`config.mk`:
```
export PLATFORM = sky130hd
export DESIGN_NAME = fc_neuron_stream
export DESIGN_NICKNAME = d
export VERILOG_FILES = /design/src/rtl/fc_pkg.sv /design/src/rtl/fc_mac_lane.sv /design/src/rtl/fc_neuron_stream.sv
export SDC_FILE = /design/constraint.sdc
export NUM_CORES = 1
export LEC_CHECK = 0
export ABC_CLOCK_PERIOD_IN_PS = 9970
export CAP_MARGIN = 20
export CORE_UTILIZATION = 23
export DETAILED_ROUTE_END_ITERATION = 12
export GPL_TIMING_DRIVEN = 0
export PLACE_DENSITY = 0.35
export RECOVER_POWER = 25
export SETUP_SLACK_MARGIN = 0.5
export SYNTH_ARGS = -nofsm -noshare
export SYNTH_HDL_FRONTEND = slang
export SYNTH_SLANG_ARGS = --single-unit
```
`constraint.sdc`:
```
create_clock -name clk -period 9.97 [get_ports clk]
set_input_delay 2.4925 -clock clk [delete_from_list [all_inputs] [get_ports clk]]
set_output_delay 2.4925 -clock clk [all_outputs]
set_load 0.02 [all_outputs]
```
`src/rtl/fc_pkg.sv`:
```
// rtl/fc_pkg.sv - shared types and sizing helpers for the streaming FC neuron
package fc_pkg;

   typedef enum logic [1:0] {ACC, DRAIN, OUT} fc_state_t;

   // Accumulator width: full product, one bit per input doubling, one for the bias.
   function automatic int fc_acc_w(input int width, input int n_in);
      return 2 * width + $clog2(n_in) + 1;
   endfunction

   function automatic int fc_beats(input int n_in, input int lanes);
      return n_in / lanes;
   endfunction

   function automatic int fc_sum_w(input int width, input int lanes);
      return 2 * width + $clog2(lanes);
   endfunction

endpackage

```
`src/rtl/fc_mac_lane.sv`:
```
// rtl/fc_mac_lane.sv - one signed WIDTH x WIDTH multiplier with registered product
module fc_mac_lane #(
   parameter int WIDTH = 8
) (
   input  logic                      clk,
   input  logic                      rst,
   input  logic                      en,
   input  logic signed [WIDTH-1:0]   a,
   input  logic signed [WIDTH-1:0]   b,
   output logic signed [2*WIDTH-1:0] p
);

   always_ff @(posedge clk) begin
      if (rst) begin
         p <= '0;
      end else if (en) begin
         p <= (2*WIDTH)'(a) * (2*WIDTH)'(b);
      end
   end

endmodule

```
`src/rtl/fc_neuron_stream.sv`:
```
// rtl/fc_neuron_stream.sv - LANES-wide sequential FC neuron with bias preload and held output
// Build option FC_RELU_EN: clamp negative results to zero at the output stage.
module fc_neuron_stream
   import fc_pkg::*;
#(
   parameter int WIDTH = 8,
   parameter int IN    = 128,
   parameter int LANES = 4,
   parameter int ACC_W = fc_acc_w(WIDTH, IN)
) (
   input  logic                      clk,
   input  logic                      rst,
   input  logic                      s_valid,
   output logic                      s_ready,
   input  logic signed [WIDTH-1:0]   s_x [0:LANES-1],
   input  logic signed [WIDTH-1:0]   s_w [0:LANES-1],
   input  logic signed [2*WIDTH-1:0] s_bias,
   input  logic                      s_last,
   output logic                      m_valid,
   input  logic                      m_ready,
   output logic signed [ACC_W-1:0]   m_data,
   output logic                      err
);

   localparam int BEATS = fc_beats(IN, LANES);
   localparam int SUM_W = fc_sum_w(WIDTH, LANES);
   localparam int CNT_W = (BEATS > 1) ? $clog2(BEATS) : 1;
   localparam logic [CNT_W-1:0] CNT_LAST = CNT_W'(BEATS - 1);

   fc_state_t                 state;
   logic [CNT_W-1:0]          cnt;
   logic                      accept;
   logic                      beat_first;
   logic                      beat_final;
   logic signed [2*WIDTH-1:0] prod [0:LANES-1];
   logic                      p_valid;
   logic                      p_first;
   logic                      p_final;
   logic signed [2*WIDTH-1:0] p_bias;
   logic                      a_final;
   logic signed [SUM_W-1:0]   lane_sum;
   logic signed [ACC_W-1:0]   acc;
   logic signed [ACC_W-1:0]   out_val;

   assign accept     = s_valid && s_ready;
   assign beat_first = (cnt == '0);
   assign beat_final = (cnt == CNT_LAST);

   for (genvar g = 0; g < LANES; g++) begin : g_lane
      fc_mac_lane #(.WIDTH(WIDTH)) u_lane (
         .clk (clk),
         .rst (rst),
         .en  (accept),
         .a   (s_x[g]),
         .b   (s_w[g]),
         .p   (prod[g])
      );
   end

   always_comb begin
      lane_sum = '0;
      for (int i = 0; i < LANES; i++) begin
         lane_sum = lane_sum + SUM_W'(prod[i]);
      end
   end

   // Tags and bias travel alongside the registered products so stage A sees a consistent beat.
   always_ff @(posedge clk) begin
      if (rst) begin
         p_valid <= 1'b0;
         p_first <= 1'b0;
         p_final <= 1'b0;
         p_bias  <= '0;
         a_final <= 1'b0;
         acc     <= '0;
      end else begin
         p_valid <= accept;
         if (accept) begin
            p_first <= beat_first;
            p_final <= beat_final;
            if (beat_first) begin
               p_bias <= s_bias;
            end
         end
         a_final <= p_valid && p_final;
         if (p_valid) begin
            if (p_first) begin
               acc <= ACC_W'(p_bias) + ACC_W'(lane_sum);
            end else begin
               acc <= acc + ACC_W'(lane_sum);
            end
         end
      end
   end

`ifdef FC_RELU_EN
   assign out_val = acc[ACC_W-1] ? '0 : acc;
`else
   assign out_val = acc;
`endif

   // The counter alone closes the frame; s_last is only compared against it.
   always_ff @(posedge clk) begin
      if (rst) begin
         state   <= ACC;
         s_ready <= 1'b1;
         m_valid <= 1'b0;
         m_data  <= '0;
         err     <= 1'b0;
         cnt     <= '0;
      end else begin
         if (accept) begin
            cnt <= beat_final ? '0 : cnt + CNT_W'(1);
            if (s_last != beat_final) begin
               err <= 1'b1;
            end
         end
         case (state)
            ACC: begin
               if (accept && beat_final) begin
                  state   <= DRAIN;
                  s_ready <= 1'b0;
               end
            end
            DRAIN: begin
               if (a_final) begin
                  state   <= OUT;
                  m_valid <= 1'b1;
                  m_data  <= out_val;
               end
            end
            OUT: begin
               if (m_ready) begin
                  state   <= ACC;
                  m_valid <= 1'b0;
                  s_ready <= 1'b1;
                  cnt     <= '0;
               end
            end
            default: begin
               state   <= ACC;
               s_ready <= 1'b1;
               m_valid <= 1'b0;
            end
         endcase
      end
   end

endmodule

```
==> impl_results.md, run 1 <==
* Status: completed
* Synth cell types at 65
* Final setup viols at 0
* Max clock buf depth at 2
* Synth area leader: fa_1
* IO Port Bufs at 109
* Synth top area cells: fa_1 28%, dfxtp_1 16%, ha_1 12%
* Setup Buffers After CTS at 0
* DP Worst Slack at 2.38 ns
* Req. time, crit path at 10.27 ns
* Leak at approximately 9.6 nW
* Ys flop type: dfxtp_1
* Max-slew violations at 0
* Final period util at 0.711
* RD Place Congestion at between 0.8 and 0.9
* Pint at around 0.0033 W
* Reg power frac at 0.114
* Endpoint type of the worst setup path: register
* Hpwl dp at 46900 um
* Final worst setup slack at 2.88 ns
* Critical Path Fanout Max at 8
* Final WL at 56000 um
* Hold WC Path Type: register to register
* Gate power share at 0.777
* CP startpoint: s_x[3]
* RR Startpoint: g_lane[0].u_lane.p[1]
* Top-area cell type share of the netlist area at 0.278
* Min-delay src: m_data[20]
* Sw Ratio at 0.500
* Total Nets Final at 2809
* Path depth of the worst reg2reg path at 22
* CTS root buffer: clkbuf_16
* Syn Std Cell Area at 0.0183 mm^2
* Clock latency on the worst-skew pair at 0.44 ns
* FILL cells at 8651
* Placement row count at 103
* Final Hold Fails at 0
* Clk pwr share at 0.109
* Worst Skew at roughly 0.02 ns
* Post-Syn Nets at 2681
* Ant. Diodes at 0
* Net Sw Power at 0.00327 W
* Die width at 284 um
* Crit Path Category: input port to register
* Register area share after synthesis at 0.155
* CTS tree: built
* IO Pins at 112
* Commonest non-fill, non-tap cells in the layout: 378 x inv_1, 261 x nand2_1, 255 x fa_1, 183 x ha_1, 159 x and2_1
* DR WL/cell at 16.7 um
* DIE AREA at 0.0808 mm^2
* Initial antenna violation count at 0
* Layout cells sized above 1 at 0.0257
* Area growth, synth to finish at 16.7%
* TritonCTS Sinks at 142
* Commonest non-fill, non-tap cell in the layout: inv_1
* Max_slew headroom at 0.269
* Tot GR Track Use at 0.142
* Critical path startpoint category: input port
* Worst Tran Pin Value at 1.10 ns
* Synth Register Bits at between 100 and 150
* Total number of yosys warnings at 0
* Hold Path Depth at 2
* Reg clk slew, reported paths at approximately 0.06 ns
* TNS Setup at 0 ns
* TritonCTS buffer count at 17
* Vias post-DR at about 15k
* Final std cells w/o fill at 3349
* Die extent in y at 284 um
* GRT overflow at 0
* Core area at 0.0789 mm^2
* Max cap viols at 0
* First-pass GRT wire length at 89400 um
* Initial Util at 0.232
* Synthesized area per cell at 8.50 um^2
* DRC viols at 0
* Drt pass-1 iters at 5
* Largest net degree at the start of global routing at 17
* CTS H-tree lvls at 4
* Async S/R FF share, synth at 0
* Min Tclk post-route at 7.09 ns
* Final hold slack at 0.451 ns
* Final core utilization at 0.271
* Placed Cells at 3317
* Cell Pwr Density at around 310 mW/mm^2
* Post-CTS Hold Buffers at 0
* Post-synth EDFFs at 0
* Vias in the first global route at 15.8k
* Synthesized instance count at 2158
* Vias/cell at approximately 4.3
* Worst IR Drop VDD at 0.164 mV
* Max Freq at between 100 and 150 MHz
* Iteration-0 DRC Markers at 566
* PostCTS Resize Cnt at 0
* WP data arrival at about 7.4 ns
* DRT antenna net count at 0
* RSZ-0062 raised after global routing: false
-- logic make-up (layout without fill, tap and decap cells) --
logic type               after synthesis  count (layout)  synth area share
AO/OA/AOI/OAI                        352             352             0.116
XOR/XNOR                              98              98            0.0468
buffers and inverters                429             570            0.0882
AND/OR/NAND/NOR                      686             686             0.183
multiplexers                          13              13           0.00723
adder cells (fa/ha/maj)              438             438             0.403
flip-flops                           142             142             0.155
-- registers in the layout, indices dropped and copies added (netlist names) --
signal	count
g_lane.u_lane.p	64
acc	24
m_data	24
p_bias	16
cnt	5
state	2
a_final	1
err	1
m_valid	1
p_final	1
p_first	1
p_valid	1
s_ready	1
-- worst max-delay path, cell delays in order --
cell and delay, ns:
clkdlybuf4s50_1 0.60, and2_1 0.28, fa_1 0.42, inv_1 0.08
fa_1 0.43, fa_1 0.52, fa_1 0.52, inv_1 0.06
ha_1 0.31, nor2b_1 0.15, o21ai_0 0.22, a21boi_0 0.16
o21ai_0 0.25, a21boi_0 0.17, o21ai_0 0.26, nand2b_1 0.11
xnor2_1 0.24, o21ai_0 0.11
-- layout make-up --
cell class	count	area (um^2)	area share
multi-input combinational	1587	13900	0.649
sequential	142	2840	0.133
inverter	380	1430	0.0667
tap	1050	1310	0.0614
timing repair buffer	109	1090	0.0510
clock buffer	23	488	0.0228
buffer	49	191	0.00895
clock inverter	9	155	0.00725
-- layer usage --
layer / GRT usage / vias to the layer above / part of all wire
li1: - / 7143 / -
met1: 0.177 / 7244 / 0.45
met5: 0 / - / 0
met3: 0.0140 / 18 / 0.015
met4: 0.0195 / 0 / 0.0073
met2: 0.268 / 134 / 0.52
-- synth_stat cells, types with 2 or more instances --
| library cell | instances |
|---|---|
| a21oi_2 | 3 |
| nor2_1 | 99 |
| nor2b_1 | 15 |
| o31a_1 | 5 |
| nor3_1 | 41 |
| xnor2_1 | 73 |
| a211oi_1 | 21 |
| dfxtp_1 | 142 |
| clkbuf_1 | 44 |
| a41o_1 | 2 |
| inv_1 | 378 |
| ha_1 | 183 |
| xor2_1 | 25 |
| o21ai_1 | 6 |
| nand3b_1 | 5 |
| o311ai_0 | 2 |
| nand2_1 | 261 |
| or3_1 | 6 |
| a21oi_1 | 158 |
| o41a_1 | 2 |
| nand4_1 | 3 |
| a21boi_0 | 10 |
| and3_1 | 15 |
| o211ai_1 | 4 |
| buf_1 | 4 |
| a41oi_1 | 2 |
| and2_1 | 159 |
| a31oi_1 | 18 |
| fa_1 | 255 |
| or2_2 | 9 |
| a31o_2 | 5 |
| a21o_1 | 29 |
| mux2i_1 | 11 |
| o21ai_0 | 60 |
| o21bai_1 | 5 |
| nand3_1 | 27 |
| mux2_2 | 2 |
| nand2b_1 | 32 |
| o21a_1 | 4 |
| nor4b_1 | 8 |
-- power by group through the flow --
stage,Sequential (W),Clock [W],Combinational [W]
6_report,0.000747,0.000712,0.00509
5_1_grt,0.000759,0.000753,0.00579
4_1_cts,0.000750,0.000730,0.00517
3_5_place_dp,0.000762,0,0.00513
3_3_place_gp,0.000762,0,0.00511
2_1_floorplan,0.000725,0,0.00386
-- final timing paths --
path                       endpoint  slack, ns
max          g_lane[3].u_lane.p[12]       2.88
max reg2reg                 acc[22]       4.19
min                      m_data[20]       0.45
min reg2reg              m_data[20]       0.45
-- per-stage QoR --
stage	instance area (um^2)	power, W
detailed placement	20700	0.00589
CTS	21400	0.00665
finish	21400	0.00655
floorplan	18300	0.00459
global route	21400	0.00730
global placement	20700	0.00587
No activity file was read; power rests on OpenSTA's default activity.
==> run 2: changes to the inputs <==
ABC_CLOCK_PERIOD_IN_PS = 5900   (was 9970)
PLACE_DENSITY = 0.36   (was 0.35)
clock period = 5.9 ns   (was 9.97 ns; I/O delays follow)
==> impl_results.md, run 2 (synthesized netlist as in run 1, its figures left out) <==
* Path depth of the worst reg2reg path at 25 (+14%)
* Endpoint type of the worst setup path: register
* DRT antenna net count at 0 (unchanged)
* TNS Setup at 0 ns (unchanged)
* Die width at 284 um (unchanged)
* Crit Path Category: input port to register
* Ant. Diodes at 0 (unchanged)
* Hold Path Depth at 2 (unchanged)
* Initial antenna violation count at 0 (unchanged)
* IO Pins at 112 (unchanged)
* Drt pass-1 iters at 5 (unchanged)
* DRC viols at 0 (unchanged)
* Commonest non-fill, non-tap cell in the layout: inv_1
* Area growth, synth to finish at 19.7%
* Tot GR Track Use at 0.140 (-0.00177)
* Max-slew violations at 0 (unchanged)
* Final period util at 0.893
* Worst Tran Pin Value at 1.02 ns (-0.0721 ns)
* Max reg flops at 64 (unchanged)
* Reg clk slew, reported paths at 0.06 ns (about the same)
* IO Port Bufs at 109 (unchanged)
* Largest net degree at the start of global routing at 17 (unchanged)
* Worst Skew at 0.0167 ns (-0.00313 ns)
* GRT overflow at 0 (unchanged)
* Req. time, crit path at 6.21 ns (-4.06 ns)
* Placement row count at 103 (unchanged)
* Hold WC Path Type: register to register
* RD Place Congestion at 0.825 (+0.55%)
* FILL cells at 8623 (-0.32%)
* Leak at 9.85 nW (+2.7%)
* Commonest non-fill, non-tap cells in the layout: 371 x inv_1, 256 x nand2_1, 250 x fa_1, 170 x ha_1, 152 x and2_1
* CTS H-tree lvls at 4 (unchanged)
* Initial Util at 0.232 (unchanged)
* Iteration-0 DRC Markers at 412 (-27%)
* Final Hold Fails at 0 (unchanged)
* Max_slew headroom at 0.317 (+0.0480)
* Post-Place Cell Area at 0.0207 mm^2 (unchanged)
* First-pass GRT wire length at 88100 um (-1.5%)
* CTS tree: built
* Largest regs: g_lane.u_lane.p (64), acc (24), m_data (24)
* Vias/cell at 4.35 (+0.27%)
* Final hold slack at 0.450 ns (-0.000657 ns)
* TritonCTS Sinks at 142 (unchanged)
* Max Freq at about 190 MHz
* Total Nets Final at 2838 (+1.0%)
* Worst IR Drop VDD at 0.388 mV (+140%)
* Critical Path Fanout Max at 8 (unchanged)
* Max clock buf depth at 2 (unchanged)
* Clock latency on the worst-skew pair at 0.46 ns (+0.02 ns)
* Die extent in y at 284 um (unchanged)
* Final WL at 56100 um (+0.28%)
* Hpwl dp at 46400 um (-1.2%)
* Vias post-DR at 14.7k (+1.1%)
* Post-CTS Hold Buffers at 0 (unchanged)
* Critical path startpoint category: input port
* RSZ-0062 raised after global routing: true
* Max cap viols at 0 (unchanged)
* Largest Register: g_lane.u_lane.p
* Layout cells sized above 1 at 0.103 (+0.0770)
* DR WL/cell at 16.6 um (-0.58%)
* TritonCTS buffer count at 17 (unchanged)
* WP data arrival at 5.58 ns (-1.80 ns)
* Status: completed
* Min Tclk post-route at 5.27 ns
* Final instance area at 0.0219 mm^2 (+2.6%)
* CTS root buffer: clkbuf_16
* Core area at 0.0789 mm^2 (unchanged)
* Cell Pwr Density at 565 mW/mm^2 (+85%)
* Final setup viols at 0 (unchanged)
* Vias in the first global route at 15.6k (-1.1%)
* DIE AREA at 0.0808 mm^2 (unchanged)
-- run 2: cell types whose count changed in the layout (fill, tap and decap cells not counted), sizes merged --
cell	previous run	this run
clkdlybuf4s50	81	18
buf	4	58
clkbuf	68	92
dlygate4sd2	0	7
clkinvlp	1	5
clkdlybuf4s15	0	3
bufinv	4	3
clkinv	4	5
-- run 2: metrics by stage --
stage | worst slack (ns) | power, W | cells | utilization
floorplan | 0.502 | 0.00775 | 2158 | -
global placement | -0.728 | 0.00992 | 3317 | 0.263
detailed placement | -0.767 | 0.00995 | 3317 | 0.263
CTS | 0.379 | 0.0117 | 3361 | 0.273
global route | 0.463 | 0.0137 | 3378 | 0.278
finish | 0.630 | 0.0124 | 3378 | 0.278
-- run 2: routing by layer --
layer / GRT usage / routed length, um / share of wire / vias up
met5: 0 / 0 / 0 / -
met4: 0.0337 / 979 / 0.017 / 0
met3: 0.0140 / 1040 / 0.019 / 46
met2: 0.256 / 28800 / 0.51 / 149
met1: 0.176 / 25300 / 0.45 / 7320
li1: - / - / - / 7190
-- run 2: power by group --
group | internal (W) | switching (W) | leakage [nW]
clock network | 0.000676 | 0.000473 | 0.282
logic | 0.00448 | 0.00550 | 8.40
registers | 0.00113 | 0.000137 | 1.17
total | 0.00629 | 0.00611 | 9.85
-- run 2: repair_timing --
item,CTS,global route
endpoints found under the hold margin,0,0
setup endpoints to repair,32,33
pin swaps,14,74
setup buffers,12,17
resized for setup,163,242
-- run 2: cell type report --
type	count	area (um^2)	area share
clock buffers	19	443	0.0202
well taps	1050	1310	0.0599
inverters	380	1430	0.0650
multi-input cells	1587	14400	0.656
clock inverters	13	164	0.00747
flip-flops and latches	142	2850	0.130
repair buffers	138	1150	0.0522
plain buffers	49	195	0.00890
-- run 2: worst paths after layout --
path	from	endpoint	slack (ns)
hold reg to reg	m_data[8]	m_data[8]	0.45
setup reg to reg	g_lane[2].u_lane.p[1]	acc[22]	0.72
hold / removal	m_data[8]	m_data[8]	0.45
setup / recovery	s_w[24]	g_lane[0].u_lane.p[15]	0.63
-- run 2: critical path, cell delays in order --
cell     delay [ns]
buf_8          0.11
and2_4         0.16
fa_1           0.52
inv_1          0.05
fa_1           0.49
inv_2          0.04
fa_1           0.46
inv_1          0.05
fa_1           0.55
inv_2          0.06
ha_4           0.25
inv_2          0.05
o21ai_2        0.05
a21oi_2        0.17
o21ai_2        0.08
a41o_1         0.25
o41a_1         0.44
xnor2_2        0.24
a21oi_2        0.08
==> run 3: changes to the inputs <==
ABC_CLOCK_PERIOD_IN_PS = 5700   (was 5900)
PLACE_DENSITY = 0.35   (was 0.36)
TNS_END_PERCENT = 50   (was not set)
clock period = 5.7 ns   (was 5.9 ns; I/O delays follow)
==> impl_results.md, run 3 (synthesized netlist as in run 1, its figures left out) <==
* Initial Util at 0.232 (unchanged)
* Vias in the first global route at 16.0k (+2.1%)
* IO Port Bufs at 109 (unchanged)
* Final std cells w/o fill at 3403 (+0.74%)
* Largest regs: g_lane.u_lane.p (64), acc (24), m_data (24)
* Endpoint type of the worst setup path: register
* Layout cells sized above 1 at 0.131 (+0.0279)
* Commonest non-fill, non-tap cells in the layout: 365 x inv_1, 258 x nand2_1, 249 x fa_1, 162 x ha_1, 155 x and2_1
* TritonCTS buffer count at 17 (unchanged)
* Critical Path Fanout Max at 8 (unchanged)
* DRC viols at 0 (unchanged)
* Max reg flops at 64 (unchanged)
* Hpwl dp at 46500 um (+0.24%)
* TritonCTS Sinks at 142 (unchanged)
* Vias/cell at 4.32 (-0.84%)
* Max Freq at a little under 200 MHz
* Die width at 284 um (unchanged)
* First-pass GRT wire length at 90100 um (+2.3%)
* Crit Path Category: input port to register
* Req. time, crit path at 6.07 ns (-0.14 ns)
* Largest Register: g_lane.u_lane.p
* Status: completed
* Max-slew violations at 0 (unchanged)
* RD Place Congestion at 0.840 (+1.8%)
* CTS tree: built
* Final period util at 0.910
* Final worst setup slack at 0.512 ns (-0.117 ns)
* Final core utilization at 0.284 (+0.00600)
* Final setup viols at 0 (unchanged)
* Initial antenna violation count at 1 (+1)
* RSZ-0062 raised after global routing: true
* Vias post-DR at 14.7k (-0.10%)
* Tot GR Track Use at 0.143 (+0.00272)
* CTS root buffer: clkbuf_16
* Commonest non-fill, non-tap cell in the layout: inv_1
* DRT antenna net count at 0 (unchanged)
* CTS H-tree lvls at 4 (unchanged)
* Final Hold Fails at 0 (unchanged)
* Largest net degree at the start of global routing at 17 (unchanged)
* Clock latency on the worst-skew pair at 0.45 ns (about the same)
* DP Worst Slack at -0.797 ns (-0.0305 ns)
* GRT overflow at 0 (unchanged)
* Worst Tran Pin Value at 1.13 ns (+0.102 ns)
* DR WL/cell at 16.6 um (about the same)
* Max cap viols at 0 (unchanged)
* Critical path startpoint category: input port
* Worst Skew at 0.0138 ns (-0.00290 ns)
* DIE AREA at 0.0808 mm^2 (unchanged)
* Leak at 10.0 nW (+1.9%)
* Worst IR Drop VDD at 0.398 mV (+2.5%)
* Placed Cells at 3317 (unchanged)
* Drt pass-1 iters at 5 (unchanged)
* Min Tclk post-route at 5.19 ns
* Reg clk slew, reported paths at 0.07 ns (about the same)
* Area growth, synth to finish at 22.2%
* IO Pins at 112 (unchanged)
* Placement row count at 103 (unchanged)
* Max clock buf depth at 2 (unchanged)
* Die extent in y at 284 um (unchanged)
* Core area at 0.0789 mm^2 (unchanged)
* Hold WC Path Type: register to register
* Iteration-0 DRC Markers at 493 (+20%)
* Post-CTS Hold Buffers at 0 (unchanged)
* Cell Pwr Density at 623 mW/mm^2 (+10%)
* Final WL at 56600 um (+0.77%)
* Total Nets Final at 2862 (+0.85%)
* Max_slew headroom at 0.250 (-0.0677)
* WP data arrival at 5.56 ns (-0.02 ns)
run 3: changes by cell type in the layout (fill, tap and decap cells not counted), sizes merged, moves of 2 or more:
cell	previous run	this run
buf	58	107
bufinv	3	1
clkbuf	92	72
clkinvlp	5	0
dlygate4sd2	7	0
inv	380	390
run 3: final cells by class:
type	count	area, um^2
fill	8566	56500
clock buffer	17	425
clock inverter	15	166
inverter	380	1430
sequential	142	2850
antenna	1	2.50
buffer	49	199
timing repair buffer	162	1360
tap	1050	1310
multi-input combinational	1587	14700
run 3: timing repair:
action | CTS | global route
pin swaps | 46 | 93
resized for setup | 290 | 224
endpoints found under the hold margin | 0 | 0
gates cloned | 0 | 0
setup buffers | 22 | 31
endpoints found under the setup margin | 38 | 37
run 3: final timing paths:
| path | from | to | slack [ns] | cells past startpoint |
|---|---|---|---|---|
| setup reg to reg | g_lane[1].u_lane.p[2] | acc[22] | 0.53 | 23 |
| hold reg to reg | g_lane[2].u_lane.p[11] | g_lane[2].u_lane.p[11] | 0.46 | 2 |
| setup / recovery | s_w[6] | g_lane[3].u_lane.p[15] | 0.51 | 17 |
| hold / removal | g_lane[2].u_lane.p[11] | g_lane[2].u_lane.p[11] | 0.46 | 2 |
run 3: metrics by stage:
step / power (W) / setup TNS [ns] / hold slack [ns] / cell area, um^2
after global placement: 0.0104 / -14.31 / 0.442 / 20800
after floorplan: 0.00804 / 0 / 0.432 / 18300
after global routing: 0.0153 / 0 / 0.471 / 22400
after detailed placement: 0.0104 / -12.22 / 0.447 / 20800
final: 0.0140 / 0 / 0.455 / 22400
after CTS: 0.0126 / 0 / 0.457 / 21700
run 3: power by group:
| group | switching (W) | internal [W] |
|---|---|---|
| clock network | 0.000549 | 0.000626 |
| logic | 0.00614 | 0.00534 |
| registers | 0.000138 | 0.00117 |
run 3: layer usage:
layer | track usage | share of wire | up-vias
li1 | - | - | 7239
met5 | 0 | 0 | -
met3 | 0.0118 | 0.015 | 40
met1 | 0.180 | 0.45 | 7274
met2 | 0.264 | 0.52 | 137
met4 | 0.0294 | 0.015 | 0
run 3: worst max-delay path: stages:
cell and delay [ns]:
clkdlybuf4s15_2 0.25, and2_1 0.20, fa_1 0.53, fa_1 0.44, fa_1 0.49, inv_1 0.05, fa_1 0.53, inv_1 0.08
ha_4 0.29, inv_1 0.05, o21ai_2 0.16, a211oi_2 0.11, o31ai_2 0.35, o41ai_2 0.11, xnor2_1 0.24, nand2_1 0.09
a21oi_1 0.17
